$ cat config.mk
export PLATFORM = sky130hd
export DESIGN_NAME = seg_display_decoder_flat
export DESIGN_NICKNAME = d
export VERILOG_FILES = /design/src/rtl/seg_display_decoder_if.sv /design/src/rtl/seg_display_decoder.sv /design/src/flat_wrapper.sv
export SDC_FILE = /design/constraint.sdc
export NUM_CORES = 1
export LEC_CHECK = 0
export ABC_AREA = 1
export CORE_AREA = 2 2 75 77
export CTS_CLUSTER_SIZE = 20
export DETAILED_ROUTE_END_ITERATION = 6
export DIE_AREA = 0 0 77 79
export PLACE_DENSITY = 0.78
export SLEW_MARGIN = 10
export SYNTH_ARGS = -nofsm -noshare
export SYNTH_HDL_FRONTEND = slang
export SYNTH_SLANG_ARGS = --single-unit
$ cat constraint.sdc
create_clock -name clk -period 3 [get_ports clk]
set_clock_uncertainty 0.15 [all_clocks]
set_input_delay 0.45 -clock clk [delete_from_list [all_inputs] [get_ports clk]]
set_output_delay 0.45 -clock clk [all_outputs]
set_load 0.005 [all_outputs]
$ cat src/rtl/seg_display_decoder_if.sv
// Display bus seen by the decoder: sampled segment/select lines plus decoded results.
interface seg_display_decoder_if;
  logic [7:0]  set_Data;
  logic [4:0]  see_sel;
  logic [15:0] digits;
  logic [3:0]  digit_valid;
  logic [3:0]  dp;
  logic        frame_valid;
  logic        seg_error;
  logic        sel_error;

  // Bus driver side: drives segment/select lines, observes decoded results.
  modport master (
    output set_Data, see_sel,
    input  digits, digit_valid, dp, frame_valid, seg_error, sel_error
  );

  // Decoder side.
  modport slave (
    input  set_Data, see_sel,
    output digits, digit_valid, dp, frame_valid, seg_error, sel_error
  );
endinterface

$ cat src/rtl/seg_display_decoder.sv
// Seven-segment bus monitor: deglitches the multiplexed bus, decodes each stable
// pattern to BCD and reports complete 4-digit frames.
module seg_display_decoder #(
  parameter int unsigned NUM_DIGITS    = 4,
  parameter int unsigned STABLE_CYCLES = 4
) (
  input logic                 clk,
  input logic                 rst,
  seg_display_decoder_if.slave bus
);

  localparam int unsigned SAMPLE_W = 13;
  localparam int unsigned CNT_W    = 8;
  localparam int unsigned NIB_W    = 4;

  logic [SAMPLE_W-1:0]   s_reg, s_reg_n, sample_c;
  logic [CNT_W-1:0]      cnt, cnt_n;
  logic                  fired, fired_n;
  logic [15:0]           digits_q, digits_n;
  logic [NUM_DIGITS-1:0] dvalid_q, dvalid_n;
  logic [NUM_DIGITS-1:0] dp_q, dp_n;
  logic [NUM_DIGITS-1:0] mask_q, mask_n, mask_set_c, oh_c;
  logic                  frame_q, frame_n;
  logic                  seg_err_q, seg_err_n;
  logic                  sel_err_q, sel_err_n;

  logic                  same_c, strobe_c, legal_c, dv_c, bad_c;
  logic [4:0]            sel_c;
  logic [7:0]            pat_c;
  logic [1:0]            idx_c;
  logic [NIB_W-1:0]      nib_c;

  assign sample_c = {bus.see_sel, bus.set_Data};
  assign same_c   = (sample_c == s_reg);
  assign sel_c    = s_reg[12:8];
  assign pat_c    = s_reg[7:0];
  // fired blocks a second strobe while the same value is held past saturation
  assign strobe_c = (cnt == CNT_W'(STABLE_CYCLES)) && !fired && (sel_c != 5'b0);
  assign legal_c  = !sel_c[4] && $onehot(sel_c[3:0]);
  // select bit 3 is digit0, bit 0 is digit3
  assign oh_c     = NUM_DIGITS'({sel_c[0], sel_c[1], sel_c[2], sel_c[3]});

  // Digit index of the captured one-hot select.
  always_comb begin
    idx_c = 2'd3;
    case (sel_c[3:0])
      4'b1000: idx_c = 2'd0;
      4'b0100: idx_c = 2'd1;
      4'b0010: idx_c = 2'd2;
      default: idx_c = 2'd3;
    endcase
  end

  // Segment pattern to BCD; blank and unknown get distinct marker nibbles.
  always_comb begin
    nib_c = 4'hE;
    dv_c  = 1'b1;
    bad_c = 1'b0;
    case (pat_c[6:0])
      7'h3F: nib_c = 4'd0;
      7'h06: nib_c = 4'd1;
      7'h5B: nib_c = 4'd2;
      7'h4F: nib_c = 4'd3;
      7'h66: nib_c = 4'd4;
      7'h6D: nib_c = 4'd5;
      7'h7D: nib_c = 4'd6;
      7'h07: nib_c = 4'd7;
      7'h7F: nib_c = 4'd8;
      7'h6F: nib_c = 4'd9;
      7'h00: begin
        nib_c = 4'hF;
        dv_c  = 1'b0;
      end
      default: begin
        nib_c = 4'hE;
        dv_c  = 1'b0;
        bad_c = 1'b1;
      end
    endcase
  end

  // Next-state: stability counter, capture, seen mask and event pulses.
  always_comb begin
    s_reg_n    = sample_c;
    cnt_n      = same_c ? ((cnt == CNT_W'(STABLE_CYCLES)) ? cnt : cnt + CNT_W'(1))
                        : CNT_W'(1);
    fired_n    = same_c && (fired || strobe_c);
    digits_n   = digits_q;
    dvalid_n   = dvalid_q;
    dp_n       = dp_q;
    mask_n     = mask_q;
    frame_n    = 1'b0;
    seg_err_n  = 1'b0;
    sel_err_n  = 1'b0;
    mask_set_c = mask_q | oh_c;
    if (strobe_c) begin
      if (!legal_c) begin
        sel_err_n = 1'b1;
      end else begin
        digits_n[{idx_c, 2'b00} +: NIB_W] = nib_c;
        dvalid_n[idx_c] = dv_c;
        dp_n[idx_c]     = pat_c[7];
        seg_err_n       = bad_c;
        if (&mask_set_c) begin
          frame_n = 1'b1;
          mask_n  = '0;
        end else begin
          mask_n = mask_set_c;
        end
      end
    end
  end

  // State and output registers; reset overrides any pending capture.
  always_ff @(posedge clk) begin
    if (rst) begin
      s_reg     <= '0;
      cnt       <= '0;
      fired     <= 1'b0;
      digits_q  <= 16'hFFFF;
      dvalid_q  <= '0;
      dp_q      <= '0;
      mask_q    <= '0;
      frame_q   <= 1'b0;
      seg_err_q <= 1'b0;
      sel_err_q <= 1'b0;
    end else begin
      s_reg     <= s_reg_n;
      cnt       <= cnt_n;
      fired     <= fired_n;
      digits_q  <= digits_n;
      dvalid_q  <= dvalid_n;
      dp_q      <= dp_n;
      mask_q    <= mask_n;
      frame_q   <= frame_n;
      seg_err_q <= seg_err_n;
      sel_err_q <= sel_err_n;
    end
  end

  assign bus.digits      = digits_q;
  assign bus.digit_valid = dvalid_q;
  assign bus.dp          = dp_q;
  assign bus.frame_valid = frame_q;
  assign bus.seg_error   = seg_err_q;
  assign bus.sel_error   = sel_err_q;

endmodule

$ cat src/flat_wrapper.sv
// flat-port wrapper written by rule: the top's interface ports become plain ports
module seg_display_decoder_flat 
#(
  parameter int unsigned NUM_DIGITS    = 4,
  parameter int unsigned STABLE_CYCLES = 4
)
  (clk, rst, bus_set_Data, bus_see_sel, bus_digits, bus_digit_valid, bus_dp, bus_frame_valid, bus_seg_error, bus_sel_error);
  seg_display_decoder_if bus_i ();
  input logic clk;
  input logic rst;
  input wire logic [$bits(bus_i.set_Data)-1:0] bus_set_Data;
  input wire logic [$bits(bus_i.see_sel)-1:0] bus_see_sel;
  output wire logic [$bits(bus_i.digits)-1:0] bus_digits;
  output wire logic [$bits(bus_i.digit_valid)-1:0] bus_digit_valid;
  output wire logic [$bits(bus_i.dp)-1:0] bus_dp;
  output wire logic [$bits(bus_i.frame_valid)-1:0] bus_frame_valid;
  output wire logic [$bits(bus_i.seg_error)-1:0] bus_seg_error;
  output wire logic [$bits(bus_i.sel_error)-1:0] bus_sel_error;
  assign bus_i.set_Data = bus_set_Data;
  assign bus_i.see_sel = bus_see_sel;
  assign bus_digits = bus_i.digits;
  assign bus_digit_valid = bus_i.digit_valid;
  assign bus_dp = bus_i.dp;
  assign bus_frame_valid = bus_i.frame_valid;
  assign bus_seg_error = bus_i.seg_error;
  assign bus_sel_error = bus_i.sel_error;
  seg_display_decoder #(.NUM_DIGITS(NUM_DIGITS), .STABLE_CYCLES(STABLE_CYCLES)) u_core (.clk(clk), .rst(rst), .bus(bus_i));
endmodule
======== Yosys cells after proc, flatten, opt, wreduce, memory -nomap -nowiden ========
Index checks and enable logic that the tools add are counted.
operators by class
  eq/ne operators ......................... 17
  $lt $le $gt $ge ......................... 2
  shift-type cells ........................ 2
  bitwise operators ....................... 4
  add/subtract/negate cells ............... 5
  muxes and demuxes ....................... 14
  reduce and logical (&&, ||, !) cells .... 17
operator list
  kind                    count
  $eq 7x7->1 const B      7
  $pmux 4 s11             1
  $bwmux 16               1
  $shift 4x6->16 const A  1
  $shiftx 4x6->16         1
  $eq 7x3->1 const B      2
  $eq 13x13->1            1
  $reduce_or 11->1        1
  $reduce_or 10->1        1
  $add 8x1->8 const B     1
  $bwmux 4                2
  $eq 8x3->1 const B      1
  $eq 7x6->1 const B      1
  $logic_not 7->1         1
  $mux 1                  7
  $neg 4->6               1
  $pmux 2 s3              1
  $logic_and 1x1->1       5
  $reduce_bool 5->1       1
  $add 1x1->2             2
  $eq 4x2->1 const B      1
  $eq 4x3->1 const B      1
  $eq 4x4->1 const B      1
  $mux 4                  1
  other kinds (14)        18
word-level totals
  flip-flop bits (word level) ............. 53
  word-level logic and storage cells ...... 72
  bits of input ports ..................... 15

======== Logic depth before layout (Yosys ltp) ========
Gate-level depths: netlist (run 1).
  depth in word-level cells ............... 7
  depth in mapped cells ................... 12

======== Worst setup path before layout (run 1) ========
OpenSTA, ideal clock, no wires.
  path kind ............................... reg2reg
  start ................................... reg u_core.s_reg[10]
  end ..................................... reg u_core.mask_q[0]
  cell stages (with the launch flop) ...... 13
  required time ........................... 2.772 ns
  period minus slack after synthesis ...... 2.453 ns
  library setup time ...................... 0.078 ns
  setup slack ............................. 0.547 ns
  data arrival time ....................... 2.225 ns
  path through ............................ dfxtp_1 inv_1 ha_1 ha_1 inv_1 fa_1 nand2_1 nor2_2 nand4_2 buf_6 nand2_1 inv_1 nor3_1
between the ends
  cells in the longest elaborated chain, start to end .. 5
RTL lines
  element                            line                        text
  start, declared                    seg_display_decoder.sv:16   logic [SAMPLE_W-1:0] s_reg, s_reg_n, sample_c;
  start signal, assigned             seg_display_decoder.sv:128  s_reg <= s_reg_n;
  $add 1x1->2 (implied by the code)  seg_display_decoder.sv:39   assign legal_c = !sel_c[4] && $onehot(sel_c[3:0]);
  $add 3x3->3 (implied by the code)  seg_display_decoder.sv:39
  $eq 3x1->1                         seg_display_decoder.sv:39
  $logic_and 1x1->1                  seg_display_decoder.sv:39
  $reduce_and 2->1 (no line)         --
  end signal, assigned               seg_display_decoder.sv:134  mask_q <= mask_n;
  end, declared                      seg_display_decoder.sv:22   logic [NUM_DIGITS-1:0] mask_q, mask_n, mask_set_c, oh_c;
Several ways; a longest one is shown, not always the timed one.
A chain may end at the register's enable or synchronous reset.

======== Worst setup path after layout (run 1) ========
  start ................................... reg u_core.s_reg[10]
  end ..................................... reg u_core.mask_q[3]
Same word-level chain as after synthesis.

==> run metrics, run 1 <==
outcome=finished clean; total power=approximately 1.4 mW; share of layout cells above drive strength 1=under 10%; io pins=42; crit path DAT=2.76 ns; Setup WS pre-CTS=just under 0.3 ns; Max Slew Vio Count=0; largest net degree at the start of global routing=41; DP HPWL=roughly 4200 um; WP data required=between 3 and 4 ns; Final Non-Filler Cells=500; number of global-route vias before repair=between 2000 and 2500; Hold Crit Class=flip-flop to flip-flop; post-synthesis register bit count=53; GR Util All Layers=between 10% and 20%; Mapped Nets=just over 400; Cell Area, Placed=about 3200 um2; Cells after DPL=around 500; remaining antenna violation count=0; Post-CTS Resized=0; max frequency=~0.37 GHz; Top cell by count, worst path=inv_1; end of the worst register-to-register path=u_core.mask_q[3]$_SDFFE_PP0P_; syn_area_per_cell=between 6 and 7 um2; clock tree from TritonCTS=yes; family with the most delay on the worst path=adder cells; sequential standard cell area=about 1100 um2; setup TNS=0 ns; Worst Hold Path Cells=2; Setup crit start kind=flip-flop; worst hold slack=0.3306 ns; max reg flops=16; CP max stage delay=roughly 0.47 ns; H-tree levels=2; drt pass-1 iters=4; worst skew pair latency=between 0.3 and 0.4 ns; core area=about 5300 um2; Initial Utilization=50.30%; final hold viol count=0; Crit Path Class=flip-flop to flip-flop; Die Wd=about 77 um; worst vdd ir=approximately 0.22 mV; die area=6083 um2; Slew HR=slightly above 70%; min Tclk post-route=2.681 ns; final setup violation count=0; Max clock buf depth=2; R2R depth=12; Die Span Y=just under 80 um; cell accounting for the most synthesized area=dfxtp_1; Num Clock Sinks=53; slowest cell on the critical path=fa_1; Area contributors post-synth=dfxtp_1 (40%), nand2_1 (14%), nor2_1 (9.8%); period utilization=between 80% and 90%; Hold Startpoint=u_core.bus.digits[15]$_SDFFE_PP1P_; area occupied by multi-input gates=~1400 um2; Warnings, synthesis=0; Leak=approximately 1.4 nW; DR vias/cell=around 4.7; clk slew on worst S/H paths=~0.10 ns; RSZ-0062 raised after global routing=false; Final #Nets=approximately 460; wire per inst=approximately 11 um; FF-to-FF Start=u_core.s_reg[10]$_SDFF_PP0_; Worst Path Max Fanout=10; number of diodes=0; max-cap violation count=0; Area Growth Syn to Fin=22.04%; setup ws final=~0.32 ns; critical path endpoint category=flip-flop; Finished Core Util=between 60 and 70%; I/O Buffers=41; hold_buf cts=0; unique cell type count in the Yosys netlist=21; DRC viols=0; Worst Hold Endpoint=u_core.bus.digits[15]$_SDFFE_PP1P_; grt total ovfl=0; via count=about 2400; design area=3277 um2; Synth Cell Area=2685 um2; Crit path buffers/inverters=4; RePlAce Congestion=about 0.88; Num CTS Buffers=5; DRT Wirelength=5549 um; Worst-Margin Slew=slightly above 0.4 ns; CP Cell Sequence=inv_1 -> ha_1 -> ha_1 -> inv_1 -> fa_1 -> nand2_1 -> nor2_2 -> nand4_2 -> buf_4 -> nand2_1 -> inv_1 -> nor3_1; reg2reg setup slack=about 0.32 ns; initial antenna violation count=0; P per Cell Area=between 400 and 500 nW/um2; number of fill cells=about 530; setup repair bufs after CTS=0; Synth top area share=around 40%; Clock Tree Root=clkbuf_8; Gate Count Post-Synth=roughly 380; global-route wire length before repair=9584 um; Core Rows=27; sequential area share after synthesis=between 30 and 40%; Iteration-0 DRC Markers=around 110
layout make-up:
type                    count  area share [%]
flip-flops and latches     53           32.38
repair buffers             43           12.98
clock inverters             2           1.184
well taps                  72           2.749
inverters                  56           6.415
multi-input cells         268           42.08
clock buffers               6           2.215
report_power, final:
part	total (mW)	switching, mW	internal (mW)
clock	0.493	0.242	0.251
sequential	0.726	0.0124	0.713
combinational	0.131	0.0795	0.0518
cells in the mapped netlist:
master and instances:
buf_2 1, nand3_1 12, nor3_1 9, o21ai_0 4
xnor2_1 5, buf_6 1, xor2_1 10, nand3_2 1
nor3_4 1, clkbuf_1 5, nor2_1 70, a21oi_1 25
fa_1 1, ha_1 13, o21bai_1 4, nand2_1 97
nor2_2 6, dfxtp_1 53, nand4_2 5, inv_1 56
nand4_1 5
how the worst max path moves through the flow:
stage,start,cells after the start,to
3_5_place_dp,u_core.s_reg[10]$_SDFF_PP0_,12,u_core.mask_q[3]$_SDFFE_PP0P_
4_1_cts,u_core.s_reg[10]$_SDFF_PP0_,12,u_core.mask_q[3]$_SDFFE_PP0P_
6_report,u_core.s_reg[10]$_SDFF_PP0_,12,u_core.mask_q[3]$_SDFFE_PP0P_
3_3_place_gp,u_core.s_reg[10]$_SDFF_PP0_,10,u_core.bus.seg_error$_SDFF_PP0_
5_1_grt,u_core.s_reg[10]$_SDFF_PP0_,12,u_core.bus.dp[0]$_SDFFE_PP0P_
2_1_floorplan,u_core.s_reg[10]$_SDFF_PP0_,12,u_core.mask_q[0]$_SDFFE_PP0P_
logic make-up after synthesis:
logic type                 Yosys count  share of synthesized area (%)
AOI/OAI and AO/OA                   33                          6.524
DFF                                 53                          39.52
adders and majority gates           14                          6.804
buffers and inverters               63                          9.133
and+or+nand+nor                    206                          33.13
xor gates and xnor gates            15                          4.893
tightest hold or removal path, stage by stage (launching register included):
cell and delay, ns:
dfxtp_1 0.34, a21oi_1 0.06, nand2_1 0.05
per-layer routing:
layer	global-route usage (%)	wire, um	vias to the layer above
li1	-	-	1269
met1	24.43	2656	1049
met4	6.071	64	0
met2	33.60	2645	37
met3	3.409	183	6
met5	0	0	-
cells in the final DEF, fill, tap and decap left out, types with 2 or more instances in the layout:
cell             count
nor2_1              70
nand4_1              5
ha_1                13
nand2_1             97
nand3_1             12
clkdlybuf4s50_1     41
buf_4                2
o21ai_0              4
nor2_2               6
xor2_1              10
a21oi_1             25
xnor2_1              5
inv_1               56
nor3_1               9
clkbuf_8             5
o21bai_1             4
dfxtp_1             53
nand4_2              5
Note: power is estimated with default switching activity, not from simulation.
==> run 2, diff against run 1 <==
Settings changed: CORE_AREA 2 2 75 77 to 3 3 76 78, DIE_AREA 0 0 77 79 to 0 0 79 81.
==> run metrics, run 2 (synthesized netlist as in run 1, its figures left out) <==
outcome=finished clean; Iteration-0 DRC Markers=118 (+8.3%); share of layout cells above drive strength 1=5.594% (+0.45 points); number of fill cells=510 (-3.0%); Clock Tree Root=clkbuf_8; GR Util All Layers=18.15% (-1.1 points); P per Cell Area=392.3 nW/um2 (-4.8%); clk slew on worst S/H paths=0.10 ns (about the same); max reg flops=16 (unchanged); hold_buf cts=0 (unchanged); grt total ovfl=0 (unchanged); slowest cell on the critical path=fa_1; setup repair bufs after CTS=0 (unchanged); Hold Crit Class=flip-flop to flip-flop; wire per inst=10.91 um (-1.7%); via count=2368 (+0.30%); Slew HR=76.83% (+4.4 points); DRT Wirelength=5443 um (-1.9%); remaining antenna violation count=0 (unchanged); final setup violation count=0 (unchanged); Initial Utilization=52.24% (+1.9 points); setup TNS=0 ns (unchanged); max frequency=0.3636 GHz (-2.5%); period utilization=91.68% (+2.3 points); I/O Buffers=41 (unchanged); most frequent cells in the layout=nand2_1 (97), nor2_1 (70), inv_1 (56), dfxtp_1 (53), clkdlybuf4s50_1 (41); Max Slew Vio Count=0 (unchanged); Cells after DPL=491 (-0.20%); H-tree levels=2 (unchanged); worst skew pair latency=0.32 ns (about the same); Final #Nets=457 (+0.22%); Worst Path Max Fanout=10 (unchanged); Num CTS Buffers=5 (unchanged); number of global-route vias before repair=2173 (-1.2%); Leak=1.444 nW (-0.40%); DRC viols=0 (unchanged); Post-CTS Resized=0 (unchanged); min Tclk post-route=2.750 ns (+0.06935 ns); largest net degree at the start of global routing=28 (-32%); R2R depth=10 (-2); RSZ-0062 raised after global routing=false; CP Launch Point=u_core.s_reg[10]$_SDFF_PP0_; crit path DAT=2.81 ns (+0.05 ns); core area=5140 um2 (-3.7%); Area Growth Syn to Fin=21.58%; most common cell after layout, fill and taps aside=nand2_1; worst vdd ir=0.2406 mV (+7.9%); die area=6399 um2 (+5.2%); Final Non-Filler Cells=499 (-0.20%); clock tree from TritonCTS=yes; CP max stage delay=0.47 ns (about the same); max-cap violation count=0 (unchanged); Worst-Margin Slew=0.3463 ns (-0.06679 ns); Core Rows=26 (-3.7%); Setup crit start kind=flip-flop; Die Wd=79 um (+2.6%); Num Clock Sinks=53 (unchanged); RePlAce Congestion=0.8648 (-1.2%); io pins=42 (unchanged); number of diodes=0 (unchanged); final hold viol count=0 (unchanged); total power=1.281 mW (-5.1%); Hold Startpoint=u_core.bus.digits[9]$_SDFFE_PP1P_; Max clock buf depth=2 (unchanged); drt pass-1 iters=4 (unchanged); global-route wire length before repair=9356 um (-2.4%); Die Span Y=81 um (+2.5%); critical path endpoint category=flip-flop; initial antenna violation count=0 (unchanged); FF-to-FF Start=u_core.s_reg[10]$_SDFF_PP0_; DR vias/cell=4.745 (+0.50%); end of the worst register-to-register path=u_core.bus.seg_error$_SDFF_PP0_; Crit Path Class=flip-flop to flip-flop; reg2reg setup slack=0.25 ns (-0.07 ns); WP data required=3.06 ns (-0.02 ns); CP Cell Sequence=inv_1 -> ha_1 -> ha_1 -> inv_1 -> fa_1 -> nand2_1 -> nor2_2 -> nand4_2 -> buf_4 -> nor3_1; CP endpoint=u_core.bus.seg_error$_SDFF_PP0_; DP HPWL=4300 um (+2.1%)
run 2: cell count changes in the layout (fill, tap and decap cells not counted):
| cell | before | now |
|---|---|---|
| bufinv_16 | 1 | 0 |
| inv_6 | 0 | 1 |
| clkbuf_1 | 1 | 0 |
| clkinvlp_4 | 0 | 1 |
| buf_4 | 2 | 3 |
run 2: cell type report:
cell class | instances | area, um2 | area share (%)
Clock inverter | 3 | 25.02 | 0.7666
Sequential cell | 53 | 1061 | 32.50
Multi-Input combinational cell | 268 | 1379 | 42.24
Timing Repair Buffer | 44 | 432.9 | 13.26
Clock buffer | 5 | 68.82 | 2.108
Tap cell | 70 | 87.58 | 2.683
Inverter | 56 | 210.2 | 6.439
run 2: per-layer routing:
| metal | vias up | share of wire, % | GRT usage [%] |
|---|---|---|---|
| met3 | 8 | 4.5 | 3.437 |
| li1 | 1268 | - | - |
| met2 | 52 | 46 | 31.06 |
| met1 | 1040 | 47 | 22.96 |
| met4 | 0 | 1.8 | 6.357 |
| met5 | - | 0 | 0 |
run 2: how the worst min path moves through the flow:
stage / to / slack [ns] / depth (start not counted)
after floorplan: u_core.bus.digits[0]$_SDFFE_PP1P_ / 0.31 / 2
final: u_core.bus.digits[9]$_SDFFE_PP1P_ / 0.33 / 2
after detailed placement: u_core.bus.digits[10]$_SDFFE_PP1P_ / 0.30 / 2
after global routing: u_core.bus.dp[3]$_SDFFE_PP0P_ / 0.36 / 2
after global placement: u_core.bus.digits[9]$_SDFFE_PP1P_ / 0.30 / 2
after CTS: u_core.bus.digits[10]$_SDFFE_PP1P_ / 0.33 / 2
run 2: metrics by stage:
| stage | setup slack [ns] | utilization [%] | instance area (um2) | hold slack [ns] |
|---|---|---|---|---|
| 2_1_floorplan | 0.5474 | - | 2685 | 0.3083 |
| 3_3_place_gp | 0.3376 | 61.68 | 3171 | 0.3022 |
| 3_5_place_dp | 0.2913 | 61.68 | 3171 | 0.3018 |
| 4_1_cts | 0.2817 | 63.51 | 3264 | 0.3283 |
| 5_1_grt | 0.07720 | 63.51 | 3264 | 0.3584 |
| 6_report | 0.2497 | 63.51 | 3264 | 0.3265 |
run 2: report_power, final:
group	total, mW	switching (mW)	internal [mW]	leakage (nW)
Sequential	0.725	0.0121	0.713	0.431
Combinational	0.132	0.0789	0.0527	0.968
Clock	0.424	0.255	0.169	0.0447
Total	1.28	0.346	0.935	1.44
run 2: critical path: cells and delay by family (launching register included):
family | cells | cell delay [ns]
flops | 1 | 0.40
buf+inv | 3 | 0.35
simple gates | 4 | 0.84
fa+ha+maj | 3 | 0.89
==> run 3, diff against run 2 <==
Settings changed: GPL_TIMING_DRIVEN set to 0.
==> run metrics, run 3 (synthesized netlist as in run 1, its figures left out) <==
Clock Tree Root=clkbuf_8; outcome=finished clean; Num Clock Sinks=53 (unchanged); I/O Buffers=40 (-2.4%); number of diodes=0 (unchanged); Max clock buf depth=2 (unchanged); Crit path buffers/inverters=2 (-1); slowest cell on the critical path=fa_1; hold_buf cts=0 (unchanged); Setup crit start kind=flip-flop; P per Cell Area=384.0 nW/um2 (-2.1%); Area Growth Syn to Fin=21.39%; io pins=42 (unchanged); Top cell by count, worst path=nand2_1; largest net degree at the start of global routing=17 (-39%); max reg flops=16 (unchanged); Die Wd=79 um (unchanged); clock tree from TritonCTS=yes; Worst-Margin Slew=0.5647 ns (+0.2184 ns); max-cap violation count=0 (unchanged); min Tclk post-route=2.773 ns (+0.02298 ns); global-route wire length before repair=9722 um (+3.9%); family with the most delay on the worst path=simple AND/OR/NAND/NOR gates; Worst Path Max Fanout=6 (-4); Leak=1.442 nW (-0.13%); Max Slew Vio Count=0 (unchanged); DR vias/cell=4.765 (+0.41%); Hold Crit Class=flip-flop to flip-flop; wire per inst=11.14 um (+2.1%); Final Non-Filler Cells=502 (+0.60%); critical path endpoint category=flip-flop; grt total ovfl=0 (unchanged); number of fill cells=497 (-2.5%); share of layout cells above drive strength 1=5.324% (-0.27 points); Final #Nets=460 (+0.66%); drt pass-1 iters=4 (unchanged); Slew HR=62.36% (-14 points); number of global-route vias before repair=2258 (+3.9%); CP max stage delay=0.47 ns (about the same); setup TNS=0 ns (unchanged); Post-CTS Resized=0 (unchanged); final hold viol count=0 (unchanged); Cells after DPL=494 (+0.61%); setup repair bufs after CTS=0 (unchanged); die area=6399 um2 (unchanged); H-tree levels=2 (unchanged); remaining antenna violation count=0 (unchanged); worst skew pair latency=0.30 ns (-0.02 ns); GR Util All Layers=18.78% (+0.62 points); CP Cell Sequence=inv_1 -> ha_1 -> ha_1 -> inv_1 -> fa_1 -> nand2_1 -> nor2_2 -> nand4_2 -> nor2_1 -> nand2_1 -> nand2_1 -> nor2_1; via count=2392 (+1.0%); Num CTS Buffers=5 (unchanged); Iteration-0 DRC Markers=121 (+2.5%); Initial Utilization=52.24% (unchanged); most common cell after layout, fill and taps aside=nand2_1; Crit Path Class=flip-flop to flip-flop; Core Rows=26 (unchanged); WP data required=3.06 ns (about the same); crit path DAT=2.83 ns (+0.02 ns); RePlAce Congestion=0.8590 (-0.67%); DRC viols=0 (unchanged); RSZ-0062 raised after global routing=false; DP HPWL=4399 um (+2.3%); Die Span Y=81 um (unchanged); DRT Wirelength=5590 um (+2.7%); max frequency=0.3606 GHz (-0.83%); period utilization=92.44% (+0.77 points); design area=3259 um2 (-0.15%); core area=5140 um2 (unchanged); initial antenna violation count=0 (unchanged); final setup violation count=0 (unchanged); Cell Area, Placed=3173 um2 (about the same); most frequent cells in the layout=nand2_1 (97), nor2_1 (70), inv_1 (56), dfxtp_1 (53), clkdlybuf4s50_1 (40); clk slew on worst S/H paths=0.10 ns (about the same); worst vdd ir=0.2597 mV (+7.9%)
## run 3: power breakdown
| part | internal [mW] | total (mW) | switching (mW) | leakage (nW) |
|---|---|---|---|---|
| Sequential | 0.713 | 0.725 | 0.0114 | 0.431 |
| Clock | 0.162 | 0.394 | 0.232 | 0.0439 |
| Combinational | 0.0513 | 0.133 | 0.0821 | 0.967 |
## run 3: area by class of cell
class                           count  area (um2)  share of cell area (%)
Buffer                              7       35.03                   1.075
Clock buffer                        5       68.82                   2.111
Clock inverter                      3       17.52                  0.5374
Inverter                           56       210.2                   6.449
Multi-Input combinational cell    268        1379                   42.30
Sequential cell                    53        1061                   32.55
Tap cell                           70       87.58                   2.687
Timing Repair Buffer               40       400.4                   12.28
## run 3: final timing paths
kind,start,end,slack [ns],cells after the start
worst max-delay path,u_core.s_reg[10]$_SDFF_PP0_,u_core.bus.dp[0]$_SDFFE_PP0P_,0.23,12
worst min-delay path,u_core.bus.digits[8]$_SDFFE_PP1P_,u_core.bus.digits[8]$_SDFFE_PP1P_,0.32,2
worst max register to register,u_core.s_reg[10]$_SDFF_PP0_,u_core.bus.dp[0]$_SDFFE_PP0P_,0.23,12
worst min register to register,u_core.bus.digits[8]$_SDFFE_PP1P_,u_core.bus.digits[8]$_SDFFE_PP1P_,0.32,2
## run 3: layer usage
layer / global-route usage (%) / vias up / wire [um]
li1: - / 1274 / -
met1: 23.94 / 1056 / 2638
met2: 32.83 / 53 / 2644
met3: 2.772 / 9 / 230
met4: 5.842 / 0 / 76
met5: 0 / - / 0
## run 3: tightest hold or removal path: stages (launching register included)
cell and delay, ns:
dfxtp_1 0.33, a21oi_1 0.06, nand2_1 0.05
## run 3: stage by stage
stage	hold WS [ns]	power [mW]	setup slack [ns]	utilization [%]
4_1_cts	0.3210	1.266	0.2136	63.41
3_5_place_dp	0.2984	0.8737	0.2478	61.73
5_1_grt	0.3498	1.310	0.02873	63.41
2_1_floorplan	0.3083	0.8294	0.5474	-
6_report	0.3166	1.252	0.2268	63.41
3_3_place_gp	0.2995	0.8699	0.3176	61.73
